**src/rtl/sdpram_stream_reader_if.sv**
```systemverilog
// Valid/ready word stream carrying data read out of the SDPRAM.
// The reader drives the master side and the downstream consumer drives the slave side.
interface sdpram_stream_reader_if #(
  parameter int DATA_WIDTH = 8
);
  logic [DATA_WIDTH-1:0] data;
  logic                  valid;
  logic                  ready;

  modport master (output data, output valid, input ready);
  modport slave  (input data, input valid, output ready);
endinterface

```
**src/rtl/sdpram_stream_reader.sv**
```systemverilog
// Read engine for the single-clock SDPRAM: issues BASE..BASE+LEN-1 (mod DEPTH) and streams
// the returned words through a credit-limited buffer sized to hide the RAM read latency.
module sdpram_stream_reader #(
  parameter int DATA_WIDTH  = 8,
  parameter int DEPTH       = 128,
  parameter int ADDR_WIDTH  = (DEPTH >= 2) ? $clog2(DEPTH) : 1,
  parameter int RAM_LATENCY = 2,
  parameter int LEN_WIDTH   = ADDR_WIDTH + 1
) (
  input  logic                  CLK_I,
  input  logic                  RST_I,
  input  logic                  START_I,
  input  logic [ADDR_WIDTH-1:0] BASE_ADDR_I,
  input  logic [LEN_WIDTH-1:0]  LEN_I,
  output logic                  BUSY_O,
  output logic                  DONE_O,
  output logic [ADDR_WIDTH-1:0] RADDR_O,
  output logic                  REN_O,
  input  logic [DATA_WIDTH-1:0] RDATA_I,
  sdpram_stream_reader_if.master m_if
);

  localparam int BUF_DEPTH = RAM_LATENCY + 2;
  localparam int CNT_WIDTH = $clog2(BUF_DEPTH + 1);
  localparam logic [ADDR_WIDTH-1:0] ADDR_LAST = ADDR_WIDTH'(DEPTH - 1);
  localparam logic [ADDR_WIDTH-1:0] ADDR_ONE  = ADDR_WIDTH'(1'b1);
  localparam logic [LEN_WIDTH-1:0]  LEN_ZERO  = {LEN_WIDTH{1'b0}};
  localparam logic [LEN_WIDTH-1:0]  LEN_ONE   = LEN_WIDTH'(1'b1);
  localparam logic [CNT_WIDTH-1:0]  CNT_ONE   = CNT_WIDTH'(1'b1);
  localparam logic [CNT_WIDTH-1:0]  CNT_FULL  = CNT_WIDTH'(BUF_DEPTH);

  typedef enum logic [1:0] {
    S_IDLE  = 2'd0,
    S_ISSUE = 2'd1,
    S_DRAIN = 2'd2,
    S_FIN   = 2'd3
  } state_t;

  state_t                  state_q,      state_d;
  logic [ADDR_WIDTH-1:0]   raddr_q,      raddr_d;
  logic                    ren_q,        ren_d;
  logic [LEN_WIDTH-1:0]    issue_left_q, issue_left_d;
  logic [LEN_WIDTH-1:0]    beat_left_q,  beat_left_d;
  logic [CNT_WIDTH-1:0]    used_q,       used_d;
  logic [RAM_LATENCY-1:0]  tag_q,        tag_d;
  logic [DATA_WIDTH-1:0]   buf_q [BUF_DEPTH];
  logic [DATA_WIDTH-1:0]   buf_d [BUF_DEPTH];
  logic [CNT_WIDTH-1:0]    cnt_q,        cnt_d;
  logic                    valid_q,      valid_d;
  logic                    busy_q,       busy_d;
  logic                    done_q,       done_d;

  logic                    pop_s;
  logic                    push_s;
  logic [CNT_WIDTH-1:0]    used_after_pop_s;
  logic                    credit_ok_s;
  logic [ADDR_WIDTH-1:0]   raddr_next_s;
  logic [CNT_WIDTH-1:0]    wr_idx_s;
  logic [RAM_LATENCY:0]    tag_shift_s;

  assign pop_s            = valid_q & m_if.ready;
  assign push_s           = tag_q[RAM_LATENCY-1];
  // used_q counts reads issued (including the one on REN_O now) plus words held in the buffer
  assign used_after_pop_s = used_q - (pop_s ? CNT_ONE : {CNT_WIDTH{1'b0}});
  assign credit_ok_s      = (used_after_pop_s < CNT_FULL);
  assign raddr_next_s     = (raddr_q == ADDR_LAST) ? {ADDR_WIDTH{1'b0}} : (raddr_q + ADDR_ONE);
  assign tag_shift_s      = {tag_q, ren_q};
  assign wr_idx_s         = cnt_q - (pop_s ? CNT_ONE : {CNT_WIDTH{1'b0}});

  // Transfer FSM: read issue, beat counting and status outputs
  always_comb begin
    state_d      = state_q;
    raddr_d      = raddr_q;
    ren_d        = 1'b0;
    issue_left_d = issue_left_q;
    if (pop_s) begin
      beat_left_d = beat_left_q - LEN_ONE;
    end else begin
      beat_left_d = beat_left_q;
    end
    case (state_q)
      S_IDLE: begin
        if (START_I && (LEN_I == LEN_ZERO)) begin
          state_d = S_FIN;
        end else if (START_I) begin
          state_d      = S_ISSUE;
          ren_d        = 1'b1;
          raddr_d      = BASE_ADDR_I;
          issue_left_d = LEN_I - LEN_ONE;
          beat_left_d  = LEN_I;
        end else begin
          state_d = S_IDLE;
        end
      end
      S_ISSUE: begin
        if (issue_left_q == LEN_ZERO) begin
          state_d = S_DRAIN;
        end else if (credit_ok_s) begin
          ren_d        = 1'b1;
          raddr_d      = raddr_next_s;
          issue_left_d = issue_left_q - LEN_ONE;
          state_d      = (issue_left_q == LEN_ONE) ? S_DRAIN : S_ISSUE;
        end else begin
          state_d = S_ISSUE;
        end
      end
      S_DRAIN: begin
        if (pop_s && (beat_left_q == LEN_ONE)) begin
          state_d = S_FIN;
        end else begin
          state_d = S_DRAIN;
        end
      end
      S_FIN: begin
        state_d = S_IDLE;
      end
      default: begin
        state_d = S_IDLE;
      end
    endcase
    used_d = used_after_pop_s + (ren_d ? CNT_ONE : {CNT_WIDTH{1'b0}});
    busy_d = (state_d != S_IDLE);
    done_d = (state_d == S_FIN);
    tag_d  = tag_shift_s[RAM_LATENCY-1:0];
  end

  // Output buffer: shift towards the head on pop, write the returning word behind the survivors
  always_comb begin
    buf_d = buf_q;
    if (pop_s) begin
      for (int i = 0; i < BUF_DEPTH - 1; i++) begin
        buf_d[i] = buf_q[i+1];
      end
    end else begin
      buf_d[0] = buf_q[0];
    end
    if (push_s) begin
      for (int i = 0; i < BUF_DEPTH; i++) begin
        if (CNT_WIDTH'(i) == wr_idx_s) begin
          buf_d[i] = RDATA_I;
        end else begin
          buf_d[i] = buf_d[i];
        end
      end
      cnt_d = wr_idx_s + CNT_ONE;
    end else begin
      cnt_d = wr_idx_s;
    end
    valid_d = (cnt_d != {CNT_WIDTH{1'b0}});
  end

  // State and datapath registers with synchronous reset
  always_ff @(posedge CLK_I) begin
    if (RST_I) begin
      state_q      <= S_IDLE;
      raddr_q      <= {ADDR_WIDTH{1'b0}};
      ren_q        <= 1'b0;
      issue_left_q <= LEN_ZERO;
      beat_left_q  <= LEN_ZERO;
      used_q       <= {CNT_WIDTH{1'b0}};
      tag_q        <= {RAM_LATENCY{1'b0}};
      cnt_q        <= {CNT_WIDTH{1'b0}};
      valid_q      <= 1'b0;
      busy_q       <= 1'b0;
      done_q       <= 1'b0;
      for (int i = 0; i < BUF_DEPTH; i++) begin
        buf_q[i] <= {DATA_WIDTH{1'b0}};
      end
    end else begin
      state_q      <= state_d;
      raddr_q      <= raddr_d;
      ren_q        <= ren_d;
      issue_left_q <= issue_left_d;
      beat_left_q  <= beat_left_d;
      used_q       <= used_d;
      tag_q        <= tag_d;
      cnt_q        <= cnt_d;
      valid_q      <= valid_d;
      busy_q       <= busy_d;
      done_q       <= done_d;
      for (int i = 0; i < BUF_DEPTH; i++) begin
        buf_q[i] <= buf_d[i];
      end
    end
  end

  assign BUSY_O     = busy_q;
  assign DONE_O     = done_q;
  assign RADDR_O    = raddr_q;
  assign REN_O      = ren_q;
  assign m_if.data  = buf_q[0];
  assign m_if.valid = valid_q;

endmodule

```
**src/flat_wrapper.sv**
```systemverilog
// flat-port wrapper written by rule: the top's interface ports become plain ports
module sdpram_stream_reader_flat 
#(
  parameter int DATA_WIDTH  = 8,
  parameter int DEPTH       = 128,
  parameter int ADDR_WIDTH  = (DEPTH >= 2) ? $clog2(DEPTH) : 1,
  parameter int RAM_LATENCY = 2,
  parameter int LEN_WIDTH   = ADDR_WIDTH + 1
)
  (CLK_I, RST_I, START_I, BASE_ADDR_I, LEN_I, BUSY_O, DONE_O, RADDR_O, REN_O, RDATA_I, m_if_data, m_if_valid, m_if_ready);
  sdpram_stream_reader_if #(.DATA_WIDTH(DATA_WIDTH)) m_if_i ();
  input  logic CLK_I;
  input  logic RST_I;
  input  logic START_I;
  input  logic [ADDR_WIDTH-1:0] BASE_ADDR_I;
  input  logic [LEN_WIDTH-1:0] LEN_I;
  output logic BUSY_O;
  output logic DONE_O;
  output logic [ADDR_WIDTH-1:0] RADDR_O;
  output logic REN_O;
  input  logic [DATA_WIDTH-1:0] RDATA_I;
  output wire logic [$bits(m_if_i.data)-1:0] m_if_data;
  output wire logic [$bits(m_if_i.valid)-1:0] m_if_valid;
  input wire logic [$bits(m_if_i.ready)-1:0] m_if_ready;
  assign m_if_data = m_if_i.data;
  assign m_if_valid = m_if_i.valid;
  assign m_if_i.ready = m_if_ready;
  sdpram_stream_reader #(.DATA_WIDTH(DATA_WIDTH), .DEPTH(DEPTH), .ADDR_WIDTH(ADDR_WIDTH), .RAM_LATENCY(RAM_LATENCY), .LEN_WIDTH(LEN_WIDTH)) u_core (.CLK_I(CLK_I), .RST_I(RST_I), .START_I(START_I), .BASE_ADDR_I(BASE_ADDR_I), .LEN_I(LEN_I), .BUSY_O(BUSY_O), .DONE_O(DONE_O), .RADDR_O(RADDR_O), .REN_O(REN_O), .RDATA_I(RDATA_I), .m_if(m_if_i));
endmodule
```
**config.mk**
```make
export PLATFORM = sky130hd
export DESIGN_NAME = sdpram_stream_reader_flat
export DESIGN_NICKNAME = d
export VERILOG_FILES = /design/src/rtl/sdpram_stream_reader_if.sv /design/src/rtl/sdpram_stream_reader.sv /design/src/flat_wrapper.sv
export SDC_FILE = /design/constraint.sdc
export NUM_CORES = 1
export LEC_CHECK = 0
export CAP_MARGIN = 20
export CORE_UTILIZATION = 30
export CTS_BUF_LIST = sky130_fd_sc_hd__clkbuf_8
export DETAILED_ROUTE_END_ITERATION = 7
export GPL_ROUTABILITY_DRIVEN = 0
export PLACE_DENSITY = 0.57
export SLEW_MARGIN = 40
export SYNTH_ARGS = -nofsm -noshare
export SYNTH_HDL_FRONTEND = slang
export SYNTH_SLANG_ARGS = --single-unit
```
**constraint.sdc**
```tcl
create_clock -name CLK_I -period 3.2 [get_ports CLK_I]
set_clock_uncertainty 0.2 [all_clocks]
set_input_delay 0.32 -clock CLK_I [delete_from_list [all_inputs] [get_ports CLK_I]]
set_output_delay 0.32 -clock CLK_I [all_outputs]
set_load 0.005 [all_outputs]
```
======== Yosys cells after proc, flatten, opt, wreduce, memory -nomap -nowiden ========
Index checks and enable logic that the tools add are counted.
storage, ports and cells
  bits in registers ....................... 69
  output and inout port bits .............. 19
  word-level logic and storage cells ...... 87
cells by class
  add/subtract/negate cells ............... 8
  $lt $le $gt $ge ......................... 1
  eq/ne operators ......................... 14
  multiplexer cells ....................... 37
  bitwise operators ....................... 1
  reduce and logical (&&, ||, !) cells .... 11
operator list
  kind                                                  count
  two-way mux 8 bit                                     13
  two-way mux 7 bit                                     5
  two-way mux 32 bit                                    1
  subtractor 8 x 1 -> 8 bit (second input constant)     3
  equality test 8 x 1 -> 1 bit (second input constant)  2
  logical NOT 8 bit                                     2
  two-way mux 16 bit                                    1
  case mux 8 bit (2 select lines)                       1
  case mux 7 bit (2 select lines)                       1
  two-way mux 1 bit                                     8
  two-way mux 2 bit                                     4
  case mux 2 bit (4 select lines)                       1
  adder 7 x 1 -> 7 bit (second input constant)          1
  equality test 7 bit (second input constant)           1
  equality test 2 bit (second input constant)           3
  equality test 2 x 3 -> 1 bit (first input constant)   2
  != test 2 bit (second input constant)                 3
  subtractor 3 bit                                      2
  AND reduction 5 bit                                   1
  nonzero test 2 bit                                    2
  adder 3 x 1 -> 3 bit (second input constant)          1
  adder 3 bit                                           1
  equality test 1 x 3 -> 1 bit (first input constant)   1
  logical NOT 3 bit                                     1
  other kinds (10)                                      11

======== Longest topological paths before layout ========
  word-level depth ........................ 9
  gate-level depth with buffers ........... 13

======== Worst setup path before layout ========
Ideal clock, no wire load.
  kind .................................... flip-flop to flip-flop
  start point ............................. register u_core.valid_q (netlist: u_core.m_if.valid)
  end point ............................... register u_core.used_q[1]
  arrival time ............................ 2.484 ns
  data required time ...................... 2.872 ns
  slack ................................... 0.388 ns
  cell stages (with the launch flop) ...... 13
  buffers on the path ..................... 1
  clock period less this slack ............ 2.812 ns
  cells stage by stage .................... dfxtp_1 nand2_1 inv_1 clkbuf_1 ha_1 ha_1 xor2_1 a211oi_4 nor2_4 inv_4 ha_1 ha_1 nor2b_1
between the ends
  cells in the longest elaborated chain, start to end .. 9
ends and longest elaborated chain
  element                          RTL line                     text
  from (decl)                      sdpram_stream_reader.sv:49   logic valid_q, valid_d;
  from (signal assigned)           sdpram_stream_reader.sv:178  valid_q <= valid_d;
  bitwise AND 1 bit                sdpram_stream_reader.sv:61   assign pop_s = valid_q & m_if.ready;
  two-way mux 1 bit                sdpram_stream_reader.sv:64   assign used_after_pop_s = used_q - (pop_s ? CNT_ONE : {CNT_WIDTH{1'b0}});
  subtractor 3 bit                 sdpram_stream_reader.sv:64
  less-than comparator 3 bit       sdpram_stream_reader.sv:65   assign credit_ok_s = (used_after_pop_s < CNT_FULL);
  two-way mux 1 bit                sdpram_stream_reader.sv:98   end else if (credit_ok_s) begin
  two-way mux 1 bit                sdpram_stream_reader.sv:96   if (issue_left_q == LEN_ZERO) begin
  case mux 1 bit (2 select lines)  sdpram_stream_reader.sv:81   case (state_q)
  net u_core.ren_d                 sdpram_stream_reader.sv:41   logic ren_q, ren_d;
  two-way mux 1 bit                sdpram_stream_reader.sv:121  used_d = used_after_pop_s + (ren_d ? CNT_ONE : {CNT_WIDTH{1'b0}});
  adder 3 bit                      sdpram_stream_reader.sv:121
  net u_core.used_d[1]             sdpram_stream_reader.sv:44   logic [CNT_WIDTH-1:0] used_q, used_d;
  to (signal assigned)             sdpram_stream_reader.sv:160  used_q <= {CNT_WIDTH{1'b0}};
  to (signal assigned)             sdpram_stream_reader.sv:175  used_q <= used_d;
  to (decl)                        sdpram_stream_reader.sv:44
The timed path passes the listed nets, and every way through them passes these cells.
A chain may end at the register's enable or synchronous reset.

======== Worst setup path after layout ========
  start point ............................. input m_if_ready
  end point ............................... register u_core.used_q[2]
between the ends
  cells in the longest elaborated chain, start to end .. 9
ends and longest elaborated chain
  element                          RTL line                     text
  from (decl)                      flat_wrapper.sv:24           input wire logic [$bits(m_if_i.ready)-1:0] m_if_ready;
  bitwise AND 1 bit                sdpram_stream_reader.sv:61
  two-way mux 1 bit                sdpram_stream_reader.sv:64
  subtractor 3 bit                 sdpram_stream_reader.sv:64
  less-than comparator 3 bit       sdpram_stream_reader.sv:65
  two-way mux 1 bit                sdpram_stream_reader.sv:98
  two-way mux 1 bit                sdpram_stream_reader.sv:96
  case mux 1 bit (2 select lines)  sdpram_stream_reader.sv:81
  net u_core.ren_d                 sdpram_stream_reader.sv:41
  two-way mux 1 bit                sdpram_stream_reader.sv:121
  adder 3 bit                      sdpram_stream_reader.sv:121
The timed path passes the listed nets, and every way through them passes these cells.

==> implementation parameters <==
Parameter                              Value

Synth
  Area of the mapped netlist    3720 µm²
  Largest area contributor in the synthesized netlist    dfxtp_1
  Synthesis Warnings    0
  Total nets after synthesis    490
  Fraction of the yosys area taken by sequential cells    37.13%
  Post-Synthesis Cells    445
  Post-synth EDFFs    0
  Number of unique standard cell types used by synthesis    58
  Avg Inst Size Synth    8.359 µm²
  Proportion of netlist area held by the largest area contributor    37.13%
  Share of synthesized registers carrying an async set or reset    0%
  Number of synthesized register bits    69
  Ranking of synthesized cells by area    dfxtp_1, nand2_1, ha_1
  Commonest register cell after synthesis    dfxtp_1

Finish
  Most common cell after layout, fill and taps aside    nand2_1
  Final-layout fill cell count    1239
  Diodes inserted    0
  Layout-stage area growth over the synthesis result    20.55%
  Commonest cells after routing, fill and taps aside    nand2_1, dfxtp_1, clkdlybuf4s50_1, nor2_1, a311oi_1
  Post-route non-filler standard cell count    649
  Final layout net count    521
  Ratio of cells with drive above 1 in the final layout    9.771%

Clock tree
  Number of levels the H-tree was split into    3
  Clock tree from TritonCTS    done
  Number of buffers created by CTS    9
  Root buf cell    clkbuf_8
  Number of clock sinks    69
  Clock-pin slew on the worst setup and hold paths    0.08 ns
  Number of buffers inserted to repair setup after CTS    0
  Clock latency at the later pin of the worst-skew pair    0.35 ns
  Number of cells upsized or downsized after cts    0
  Max clock buf depth    2
  Number of buffers inserted by hold repair at cts    0

Global route
  Pin count of the biggest net entering global routing    35
  Residual overflow from global routing    0
  Wire length of the first global-routing pass    14970 µm
  Global router's overall resource usage    14.56%
  Number of antenna violations at the first check in global routing    0
  Via count of the first global-routing pass    3013

Setup path
  Startpoint-to-endpoint class of the critical path    in2reg
  Number of buffer and inverter stages on the critical path    3
  Cell chain of the critical path    clkdlybuf4s50_1 -> nand2_1 -> inv_1 -> ha_1 -> ha_1 -> xor2_1 -> a211oi_4 -> nor2_4 -> inv_4 -> ha_1 -> ha_1 -> xnor2_1 -> nor2_1
  CP Data Required Time    3.21 ns
  Startpoint kind of the worst setup timing path    primary input
  Arr. time, crit path    2.61 ns
  CP most frequent cell    ha_1
  Largest fanout on the critical path    6
  Largest incremental delay on the critical path    0.52 ns
  CP endpoint kind    register
  Cell family contributing the most delay on the critical path    adder cells
  Slowest cell on crit path    clkdlybuf4s50_1

Routing
  Total via count in the routed design    3249
  DR WL/cell    13.78 µm
  DRC errors left    0
  Drt total wl    8942 µm
  Detail-routed via count per cell    5.006
  Antenna viol nets, final    0
  Detailed-routing iteration count for the pre-antenna-repair pass    4
  DR iter-0 viols    201

Placement
  Number of buffers inserted by port buffering    45
  Placed Cells    633
  Post-detail-place hpwl    6118 µm

Pwr
  Power density over the cells    699.2 nW/µm²
  Total power draw    3.136 mW
  Int Pwr    1.972 mW
  Switching component of the power    1.163 mW
  Proportion of power drawn by flip-flops and latches    37.1%
  Static leakage power    1.562 nW
  Portion of total power attributed to combinational logic    36.5%
  Switching share of total power    37.09%
  Clock share of power    26.4%
  Max rail drop VDD    0.0002498 V

Die
  Num rows    40
  Die width    113.4 µm
  Die Area    12850 µm²
  Core Area    12060 µm²
  Number of ports placed on the die boundary    46
  Die H    113.4 µm
  Effective utilization at floorplan    30.84%

STA
  Final setup violation count    0
  Max-slew violation total from the final report    0
  Total negative slack for setup checks    0 ns
  Number of endpoints with negative hold slack in the final report    0
  Post-layout minimum cycle time    2.600 ns
  Post-route clock period utilization    81.24%
  Worst max-slew margin expressed relative to the limit    59.39%
  Achievable frequency    384.7 MHz
  Unrepaired setup endpoints after global routing    false
  Transition time at the pin with the least slew margin    0.6091 ns

Flow run
  Number of max-cap violations    0

Outcome
  Status    complete, no violations

Hold path
  Worst min-delay path class    reg2reg
==> power by group through the flow <==
stage / registers [mW] / logic, mW / clock network, mW
3_5_place_dp: 1.18 / 1.14 / 0
4_1_cts: 1.16 / 1.14 / 0.852
5_1_grt: 1.18 / 1.28 / 0.887
6_report: 1.16 / 1.14 / 0.828
2_1_floorplan: 1.13 / 0.846 / 0
3_3_place_gp: 1.17 / 1.12 / 0
==> Yosys cell counts (3+ instances only) <==
| cell | number |
|---|---|
| or3_1 | 3 |
| a22oi_1 | 4 |
| nor2b_1 | 7 |
| clkbuf_1 | 14 |
| nand3_1 | 21 |
| o21ai_0 | 4 |
| nor2_1 | 43 |
| buf_4 | 10 |
| dfxtp_1 | 69 |
| o21a_1 | 4 |
| inv_1 | 20 |
| nor3_1 | 16 |
| nor4_1 | 4 |
| o31a_1 | 4 |
| o32ai_1 | 9 |
| a21oi_1 | 18 |
| buf_2 | 3 |
| nor3b_1 | 4 |
| a211oi_1 | 8 |
| buf_1 | 6 |
| xor2_1 | 6 |
| nand2_1 | 74 |
| a311oi_1 | 25 |
| ha_1 | 18 |
| xnor2_1 | 9 |
==> kinds of logic (layout without fill, tap and decap cells) <==
family          count (synthesis)  in the layout  share of synthesized area, %
simple gates                  188            188                         24.32
compound gates                 98             98                         21.33
xor+xnor                       15             15                         3.532
buf+inv                        57             93                         7.635
flops                          69             69                         37.13
fa+ha+maj                      18             18                         6.055
==> state kept, by name, indices dropped and copies added (netlist names) <==
register / flops
u_core.RADDR_O: 7
u_core.beat_left_q: 8
u_core.used_q: 3
u_core.issue_left_q: 8
u_core.m_if.data: 8
u_core.DONE_O: 1
u_core.REN_O: 1
u_core.m_if.valid: 1
u_core.cnt_q: 3
u_core.buf_q: 24
u_core.tag_q: 2
u_core.state_q: 2
u_core.BUSY_O: 1
==> per-layer routing <==
layer	track usage, %	vias to the layer above	share of wire (%)
li1	-	1650	-
met1	19.99	1535	51
met2	22.54	51	45
met3	2.892	13	2.8
met4	5.351	0	1.4
met5	0	-	0
==> final timing paths <==
check,startpoint,to,slack [ns],depth (start not counted)
setup / recovery,m_if_ready,u_core.used_q[2],0.60,13
hold / removal,u_core.tag_q[0],u_core.tag_q[1],0.24,1
setup reg to reg,u_core.m_if.valid,u_core.used_q[2],0.71,12
hold reg to reg,u_core.tag_q[0],u_core.tag_q[1],0.24,1
==> per-stage QoR <==
step	hold WS, ns	utilization (%)	area (µm²)	worst slack, ns
floorplan	0.2138	-	3720	0.3880
global placement	0.2273	35.28	4255	0.2607
detailed placement	0.2256	35.28	4255	0.2188
CTS	0.2466	37.18	4484	0.5925
global route	0.2611	37.18	4484	0.3945
finish	0.2433	37.18	4484	0.6003
==> cell type report <==
class	instances	area, µm²	area share (%)
well taps	168	210.2	4.688
repair buffers	56	528.0	11.77
multi-input cells	319	2054	45.81
inverters	21	81.33	1.814
flip-flops and latches	69	1381	30.80
clock inverters	7	105.1	2.344
clock buffers	9	123.9	2.762
No activity file was read; power rests on OpenSTA's default activity.
